### config.mk
export PLATFORM = sky130hd
export DESIGN_NAME = player_input_flat
export DESIGN_NICKNAME = d
export VERILOG_FILES = /design/src/rtl/player_input_if.sv /design/src/rtl/player_input.sv /design/src/flat_wrapper.sv
export SDC_FILE = /design/constraint.sdc
export NUM_CORES = 1
export LEC_CHECK = 0
export BUFFER_PORTS_ARGS = -buffer_cell sky130_fd_sc_hd__buf_2
export CORE_ASPECT_RATIO = 0.7
export CORE_MARGIN = 2
export CORE_UTILIZATION = 40
export DETAILED_ROUTE_END_ITERATION = 12
export SLEW_MARGIN = 10
export SYNTH_ARGS = -nofsm -noshare
export SYNTH_HDL_FRONTEND = slang
export SYNTH_SLANG_ARGS = --single-unit
### constraint.sdc
create_clock -name clk -period 3.4 [get_ports clk]
set_input_delay 0.34 -clock clk [delete_from_list [all_inputs] [get_ports clk]]
set_output_delay 0.34 -clock clk [all_outputs]
set_load 0.1 [all_outputs]
### src/rtl/player_input_if.sv
`default_nettype none
// +----------------------------------------------------------------------+
// | player_input_if : button/enable inputs and accepted-press outputs    |
// | Revision 1.0                                                         |
// +----------------------------------------------------------------------+
interface player_input_if;
  logic [3:0] buttons;
  logic       enable;
  logic [1:0] playerNum;
  logic       playerPressed;
  logic       multiPress;

  modport master (
    output buttons,
    output enable,
    input  playerNum,
    input  playerPressed,
    input  multiPress
  );

  modport slave (
    input  buttons,
    input  enable,
    output playerNum,
    output playerPressed,
    output multiPress
  );
endinterface
`default_nettype wire

### src/rtl/player_input.sv
`default_nettype none
// +----------------------------------------------------------------------+
// | player_input : sync + debounce of four buttons, single-press FSM     |
// | Revision 1.0                                                         |
// +----------------------------------------------------------------------+
module player_input #(
  parameter int DEBOUNCE_CYCLES = 3
) (
  input  wire logic     clk,
  input  wire logic     reset,
  player_input_if.slave bus
);

  localparam int c_CNT_W = $clog2(DEBOUNCE_CYCLES + 1);
  localparam logic [c_CNT_W-1:0] c_CNT_MAX = c_CNT_W'(DEBOUNCE_CYCLES - 1);
  localparam logic [c_CNT_W-1:0] c_CNT_ONE = c_CNT_W'(1);

  logic [3:0] r_sync1;
  logic [3:0] r_sync2;
  logic [3:0] w_db;

  always_ff @(posedge clk or posedge reset) begin
    if (reset) begin
      r_sync1 <= 4'b0000;
      r_sync2 <= 4'b0000;
    end else begin
      r_sync1 <= bus.buttons;
      r_sync2 <= r_sync1;
    end
  end

  for (genvar i = 0; i < 4; i++) begin : g_db
    logic               r_level;
    logic [c_CNT_W-1:0] r_cnt;

    always_ff @(posedge clk or posedge reset) begin
      if (reset) begin
        r_level <= 1'b0;
        r_cnt   <= '0;
      end else if (r_sync2[i] == r_level) begin
        r_cnt <= '0;
      end else if (r_cnt == c_CNT_MAX) begin
        r_level <= r_sync2[i];
        r_cnt   <= '0;
      end else begin
        r_cnt <= r_cnt + c_CNT_ONE;
      end
    end

    assign w_db[i] = r_level;
  end

  typedef enum logic [1:0] {
    S_IDLE    = 2'd0,
    S_PRESSED = 2'd1,
    S_LOCKOUT = 2'd2
  } state_t;

  state_t     r_state;
  state_t     w_state_nxt;
  logic [1:0] r_player_num;
  logic [1:0] w_player_num_nxt;
  logic       r_pressed;
  logic       w_pressed_nxt;
  logic       r_multi;
  logic       w_multi_nxt;
  logic [1:0] w_index;

  always_comb begin
    w_index = 2'd0;
    case (w_db)
      4'b0010: w_index = 2'd1;
      4'b0100: w_index = 2'd2;
      4'b1000: w_index = 2'd3;
      default: w_index = 2'd0;
    endcase
  end

  always_comb begin
    w_state_nxt      = r_state;
    w_player_num_nxt = r_player_num;
    w_pressed_nxt    = r_pressed;
    w_multi_nxt      = 1'b0;
    case (r_state)
      S_IDLE: begin
        if (w_db != 4'b0000) begin
          if (!bus.enable) begin
            // A button already down when the turn arrives is never accepted.
            w_state_nxt = S_LOCKOUT;
          end else if ($onehot(w_db)) begin
            w_player_num_nxt = w_index;
            w_pressed_nxt    = 1'b1;
            w_state_nxt      = S_PRESSED;
          end else begin
            w_multi_nxt = 1'b1;
            w_state_nxt = S_LOCKOUT;
          end
        end
      end
      S_PRESSED: begin
        if (!w_db[r_player_num]) begin
          w_pressed_nxt = 1'b0;
          w_state_nxt   = (w_db == 4'b0000) ? S_IDLE : S_LOCKOUT;
        end
      end
      S_LOCKOUT: begin
        w_pressed_nxt = 1'b0;
        if (w_db == 4'b0000) begin
          w_state_nxt = S_IDLE;
        end
      end
      default: begin
        w_pressed_nxt = 1'b0;
        w_state_nxt   = S_IDLE;
      end
    endcase
  end

  always_ff @(posedge clk or posedge reset) begin
    if (reset) begin
      r_state      <= S_IDLE;
      r_player_num <= 2'd0;
      r_pressed    <= 1'b0;
      r_multi      <= 1'b0;
    end else begin
      r_state      <= w_state_nxt;
      r_player_num <= w_player_num_nxt;
      r_pressed    <= w_pressed_nxt;
      r_multi      <= w_multi_nxt;
    end
  end

  assign bus.playerNum     = r_player_num;
  assign bus.playerPressed = r_pressed;
  assign bus.multiPress    = r_multi;

endmodule
`default_nettype wire

### src/flat_wrapper.sv
// flat-port wrapper written by rule: the top's interface ports become plain ports
module player_input_flat 
#(
  parameter int DEBOUNCE_CYCLES = 3
)
  (clk, reset, bus_buttons, bus_enable, bus_playerNum, bus_playerPressed, bus_multiPress);
  player_input_if bus_i ();
  input  wire logic clk;
  input  wire logic reset;
  input wire logic [$bits(bus_i.buttons)-1:0] bus_buttons;
  input wire logic [$bits(bus_i.enable)-1:0] bus_enable;
  output wire logic [$bits(bus_i.playerNum)-1:0] bus_playerNum;
  output wire logic [$bits(bus_i.playerPressed)-1:0] bus_playerPressed;
  output wire logic [$bits(bus_i.multiPress)-1:0] bus_multiPress;
  assign bus_i.buttons = bus_buttons;
  assign bus_i.enable = bus_enable;
  assign bus_playerNum = bus_i.playerNum;
  assign bus_playerPressed = bus_i.playerPressed;
  assign bus_multiPress = bus_i.multiPress;
  player_input #(.DEBOUNCE_CYCLES(DEBOUNCE_CYCLES)) u_core (.clk(clk), .reset(reset), .bus(bus_i));
endmodule
# ---- Yosys cells after proc, flatten, opt, wreduce, memory -nomap -nowiden
# Index checks and enable logic that the tools add are counted.
dict set report totals {
  reg_bits 26
  inputBits 7
  out_inout_bits 4
  word_cells 82
}
dict set report op_classes {
  addsub 7
  magnitude_cmp 1
  eq_ne 19
  muxes 27
  n_bitwise 4
  reduce_logical 10
}
# operator n
set ops {}
lappend ops {{$mux 2} 14}
lappend ops {{$pmux 2 s3} 2}
lappend ops {{$eq 2x2->1 const B} 5}
lappend ops {{$mux 1} 9}
lappend ops {{$add 2x1->2 const B} 4}
lappend ops {{$reduce_and 2->1} 4}
lappend ops {{$reduce_and 4->1} 2}
lappend ops {{$ne 2x1->1 const B} 3}
lappend ops {{$add 1x1->2} 2}
lappend ops {{$eq 1x1->1} 4}
lappend ops {{$eq 4x2->1 const B} 1}
lappend ops {{$eq 4x3->1 const B} 1}
lappend ops {{$eq 4x4->1 const B} 1}
lappend ops {{$logic_not 4->1} 1}
lappend ops {{$ne 2x2->1 const B} 2}
lappend ops {{$not 1->1} 4}
lappend ops {{$reduce_bool 4->1} 1}
lappend ops {{$add 3x3->3} 1}
lappend ops {{$eq 3x1->1 const B} 1}
lappend ops {{$lt 2x3->1 const B} 1}
lappend ops {{$reduce_and 3->1} 1}
lappend ops {{$bmux 1 s2} 1}
lappend ops {{$eq 2x1->1 const B} 1}
lappend ops {{$logic_not 2->1} 1}
lappend ops {{$pmux 1 s2} 1}

# ---- Logic depth before layout (Yosys ltp)
dict set report logic_depth {
  word_depth 7
  mapped_depth 7
  depth_no_buf 7
}

# ---- Worst setup path after synthesis
# No wires, ideal clock.
dict set report synth_path {
  kind {register -> register}
  from {reg u_core.g_db[3].r_level}
  to {reg u_core.r_player_num[0], in the netlist u_core.bus.playerNum[0]}
  setup_ns 0.126
  arrival_time_ns 2.113
  setup_slack_ns 1.161
  stages_incl_launch_ff 8
  path_cell_list {dfrtp_1 inv_1 ha_1 ha_1 fa_1 nor3b_2 nand3_2 mux2_4}
}
dict set report synth_via {
  elab_chain_len 4
  word_cells_on_any_way 9
}
# element line
set synth_rtl {}
lappend synth_rtl {{from (decl)} player_input.sv:33} ;# logic r_level;
lappend synth_rtl {{from (signal assigned)} player_input.sv:43} ;# r_level <= r_sync2[i];
lappend synth_rtl {{$add 1x1->2 (implied by the code)} player_input.sv:90} ;# end else if ($onehot(w_db)) begin
lappend synth_rtl {{$add 3x3->3 (implied by the code)} player_input.sv:90}
lappend synth_rtl {{$eq 3x1->1} player_input.sv:90}
lappend synth_rtl {{$reduce_and 4->1 (no source line)} -}
lappend synth_rtl {{to (signal assigned)} player_input.sv:127} ;# r_player_num <= w_player_num_nxt;
lappend synth_rtl {{to (decl)} player_input.sv:61} ;# logic [1:0] r_player_num;
# Parallel ways exist; a longest one is shown, timed or not.
# A chain may end at the register's enable or synchronous reset.

# ---- Worst setup path after layout
dict set report layout_path {
  from {reg u_core.g_db[2].r_level}
  to {reg u_core.r_player_num[0], in the netlist u_core.bus.playerNum[0]}
}
dict set report layout_via {
  elab_chain_len 4
  word_cells_on_any_way 9
}
# element line
set layout_rtl {}
lappend layout_rtl {{from (decl)} player_input.sv:33}
lappend layout_rtl {{from (signal assigned)} player_input.sv:43}
lappend layout_rtl {{$add 1x1->2 (implied by the code)} player_input.sv:90}
lappend layout_rtl {{$add 3x3->3 (implied by the code)} player_input.sv:90}
lappend layout_rtl {{$eq 3x1->1} player_input.sv:90}
lappend layout_rtl {{$reduce_and 4->1 (no source line)} -}
# Parallel ways exist; a longest one is shown, timed or not.

==> impl_metrics.csv <==
group,metric,value,unit
global_route,antenna_found_initial,0,
final_layout,nets,116,
cts,clk_pin_slew,0.09,ns
critical_path,r2r_setup_slack,1.02,ns
cts,numCtsBuffers,3,
status,outcome,"completed",
critical_path,cp.required,3.56,ns
critical_path,critPathKind,"reg2reg",
cts,cts_sinks,26,
cts,cts_resized,0,
synthesis,syn_area,1102,µm²
power,leakage,0.6213,nW
placed_design,pre_cts_ws,1.009,ns
sta,fmax,419.7,MHz
route,drt_iter0_drc,36,
global_route,gr-total-overflow,0,
critical_path,r2r_end,"u_core.bus.playerNum[0]",
route,viasPerCell,4.662,
synthesis,ys_ff_latch,26,
critical_path,cp_data_arrival_time,2.55,ns
global_route,grt_pass1_vias,606,
global_route,busiest_layer,"met2",
sta,worst_slew_pin_slew,0.9597,ns
sta,drv_slew,0,
global_route,grt_util_met1,15.60,%
route,wl_per_cell,11.42,µm
synthesis,syn_inst,85,
placed_design,port_buffers,10,
floorplan,core-area,2534,µm²
synthesis,yosys_warnings,0,
final_layout,antennaDiodeCount,0,
route,drt-pass1-iter-count,2,
route,ant_nets,0,
min_path,worstHoldStart,"bus_buttons[0]",
critical_path,crit_chain,"inv_1, ha_1, ha_1, fa_1, nor3b_2, nand3_2, mux2_4",
floorplan,die_y,47.92,µm
floorplan,initial_core_util,43.51,%
global_route,grt_max_degree,27,
sta,rsz0062_at_grt,"false",
floorplan,io_pins,11,
synthesis,syn_area_per_cell,12.97,µm²
synthesis,synthesis.nets,101,
final_layout,area_growth,14.87,%
critical_path,cp_common_cell,"ha_1",
route,drc_errors,0,
cts,clk-insertion-delay-late,0.27,ns
cts,ctsHoldBuffers,0,
critical_path,r2r_cells,7,
min_path,min_to,"u_core.r_sync1[0]",
sta,finalSetupTns,0,ns
synthesis,yosys.cell_types.count,22,
global_route,grt_pass1_wl,2635,µm
cts,clockRootBuffer,"clkbuf_8",
cts,cts_setup_buffers,0,
sta,relSlewSlack,35.95,%
global_route,grt_use_met2,18.20,%
cts,cts_tree,"built",
placed_design,dp_hpwl,1135,µm
critical_path,crit_path_top_delay_cell,"dfrtp_1",
critical_path,reg2reg_from,"u_core.g_db[2].r_level",
sta,finalSetupViolations,0,
final_layout,multiInputGateArea,402.9,µm²
final_layout,drive_gt1_share,24.24,%
cts,htree_levels,1,
min_path,hold_depth,1,
critical_path,slowest_delay,0.46,ns
sta,clock_skew,0.002125,ns
cts,clockBufferDepth,2,
route,drt_wl_total,1519,µm
floorplan,rows,15,
route,route.vias.total,620,
power,ir_drop,418.4,µV
final_layout,seq_area,650.6,µm²
power,powerDensity,993.5,nW/µm²
min_path,min_path_type,"in2reg",
global_route,grtUsageMet3,4.941,%
sta,fin_crit_sh,70.08,%
sta,final_hold_viol_count,0,
global_route,track_usage,11.69,%
placed_design,place_congestion,0.7944,
run,maxCapViolCount,0,
critical_path,critPathLaunchType,"flop",
critical_path,cp_max_fo,5,
sta,layout_setup_ws,1.017,ns
sta,finalCriticalPeriod,2.383,ns
final_layout,fillers,217,
floorplan,die_x,66.75,µm
critical_path,endpoint_kind,"flop",
floorplan,die_area,3198,µm²
synthesis,ys_seq_area_share,59.02,%
power by group:
group          leakage (nW)  internal (mW)  total (mW)  switching, mW
Clock                0.0357          0.158       0.253         0.0954
Combinational         0.260          0.199       0.517          0.318
Sequential            0.326          0.401       0.488         0.0867
Total                 0.621          0.757        1.26          0.501
registers in the layout, summed over array words and instances, names as in the netlist:
register,flops
u_core.r_sync2,4
u_core.bus.playerNum,2
u_core.r_sync1,4
u_core.g_db.r_cnt,8
u_core.g_db.r_level,4
u_core.bus.playerPressed,1
u_core.bus.multiPress,1
u_core.r_state,2
cell type report:
type	count	area share, %
timing repair buffer	10	3.953
inverter	13	3.854
multi-input combinational	46	31.82
sequential	26	51.38
clock buffer	3	3.261
tap	34	3.360
clock inverter	1	2.372
metal layers:
metal,share of wire [%],vias to the layer above
met5,0,-
met4,0.59,0
met3,4.8,3
met2,40,11
met1,54,288
li1,-,318
worst max path at each step:
stage	to	cells past startpoint	slack, ns	start
global route	u_core.bus.playerNum[0]	7	0.86	u_core.g_db[2].r_level
detailed placement	u_core.bus.playerNum[0]	7	1.01	u_core.g_db[2].r_level
global placement	u_core.bus.playerNum[0]	7	1.02	u_core.g_db[3].r_level
finish	u_core.bus.playerNum[0]	7	1.02	u_core.g_db[2].r_level
CTS	u_core.bus.playerNum[0]	7	0.99	u_core.g_db[2].r_level
floorplan	u_core.bus.playerNum[0]	7	1.16	u_core.g_db[3].r_level
cells in the mapped netlist:
master | count | area (µm²)
dfrtp_1 | 26 | 650.6
inv_1 | 13 | 48.80
ha_1 | 8 | 100.1
nor3_1 | 8 | 40.04
a21oi_1 | 4 | 20.02
a31o_2 | 4 | 35.03
xnor2_1 | 4 | 35.03
nand2_1 | 3 | 11.26
nor3b_2 | 2 | 25.02
a221oi_2 | 1 | 15.01
a22o_1 | 1 | 8.760
a31oi_1 | 1 | 6.260
fa_1 | 1 | 20.02
mux2_4 | 1 | 15.01
mux2i_1 | 1 | 10.01
mux4_2 | 1 | 22.52
nand3_1 | 1 | 5.000
nand3_2 | 1 | 10.01
nor2_1 | 1 | 3.750
nor3b_1 | 1 | 7.510
o21a_1 | 1 | 7.510
o21ai_0 | 1 | 5.000
worst max-delay path: cells and delay by family, from the launching register on:
| kind | cells | cell delay, ns |
|---|---|---|
| fa+ha+maj | 3 | 0.94 |
| buf+inv | 1 | 0.11 |
| flops | 1 | 0.46 |
| mux | 1 | 0.32 |
| simple gates | 2 | 0.44 |
cells by family (layout without fill, tap and decap cells):
| group | after synthesis | count (layout) | synth area share [%] |
|---|---|---|---|
| AOI/OAI and AO/OA | 13 | 13 | 8.853 |
| adders and majority gates | 9 | 9 | 10.90 |
| buffers and inverters | 13 | 27 | 4.427 |
| muxes | 3 | 3 | 4.313 |
| DFF | 26 | 26 | 59.02 |
| and+or+nand+nor | 17 | 17 | 9.307 |
| xor gates and xnor gates | 4 | 4 | 3.178 |
through the flow:
step	util, %	total power, mW	std cells	instance area, µm²	hold WS [ns]
global route	49.98	1.353	133	1266	0.1550
finish	49.98	1.258	133	1266	0.1689
detailed placement	47.16	1.013	129	1195	0.3347
floorplan	-	0.9148	85	1102	0.3312
global placement	47.16	1.008	129	1195	0.3324
CTS	49.98	1.270	133	1266	0.1620
cell usage in the layout (no fill, tap or decap), types with 2 or more instances in the layout:
| cell | Yosys | layout |
|---|---|---|
| dfrtp_1 | 26 | 26 |
| inv_1 | 13 | 13 |
| buf_2 | 0 | 10 |
| nor3_1 | 8 | 8 |
| ha_1 | 8 | 8 |
| xnor2_1 | 4 | 4 |
| a21oi_1 | 4 | 4 |
| a31o_2 | 4 | 4 |
| nand2_1 | 3 | 3 |
| clkbuf_8 | 0 | 3 |
| nor3b_2 | 2 | 2 |
Note: power is estimated with default switching activity, not from simulation.
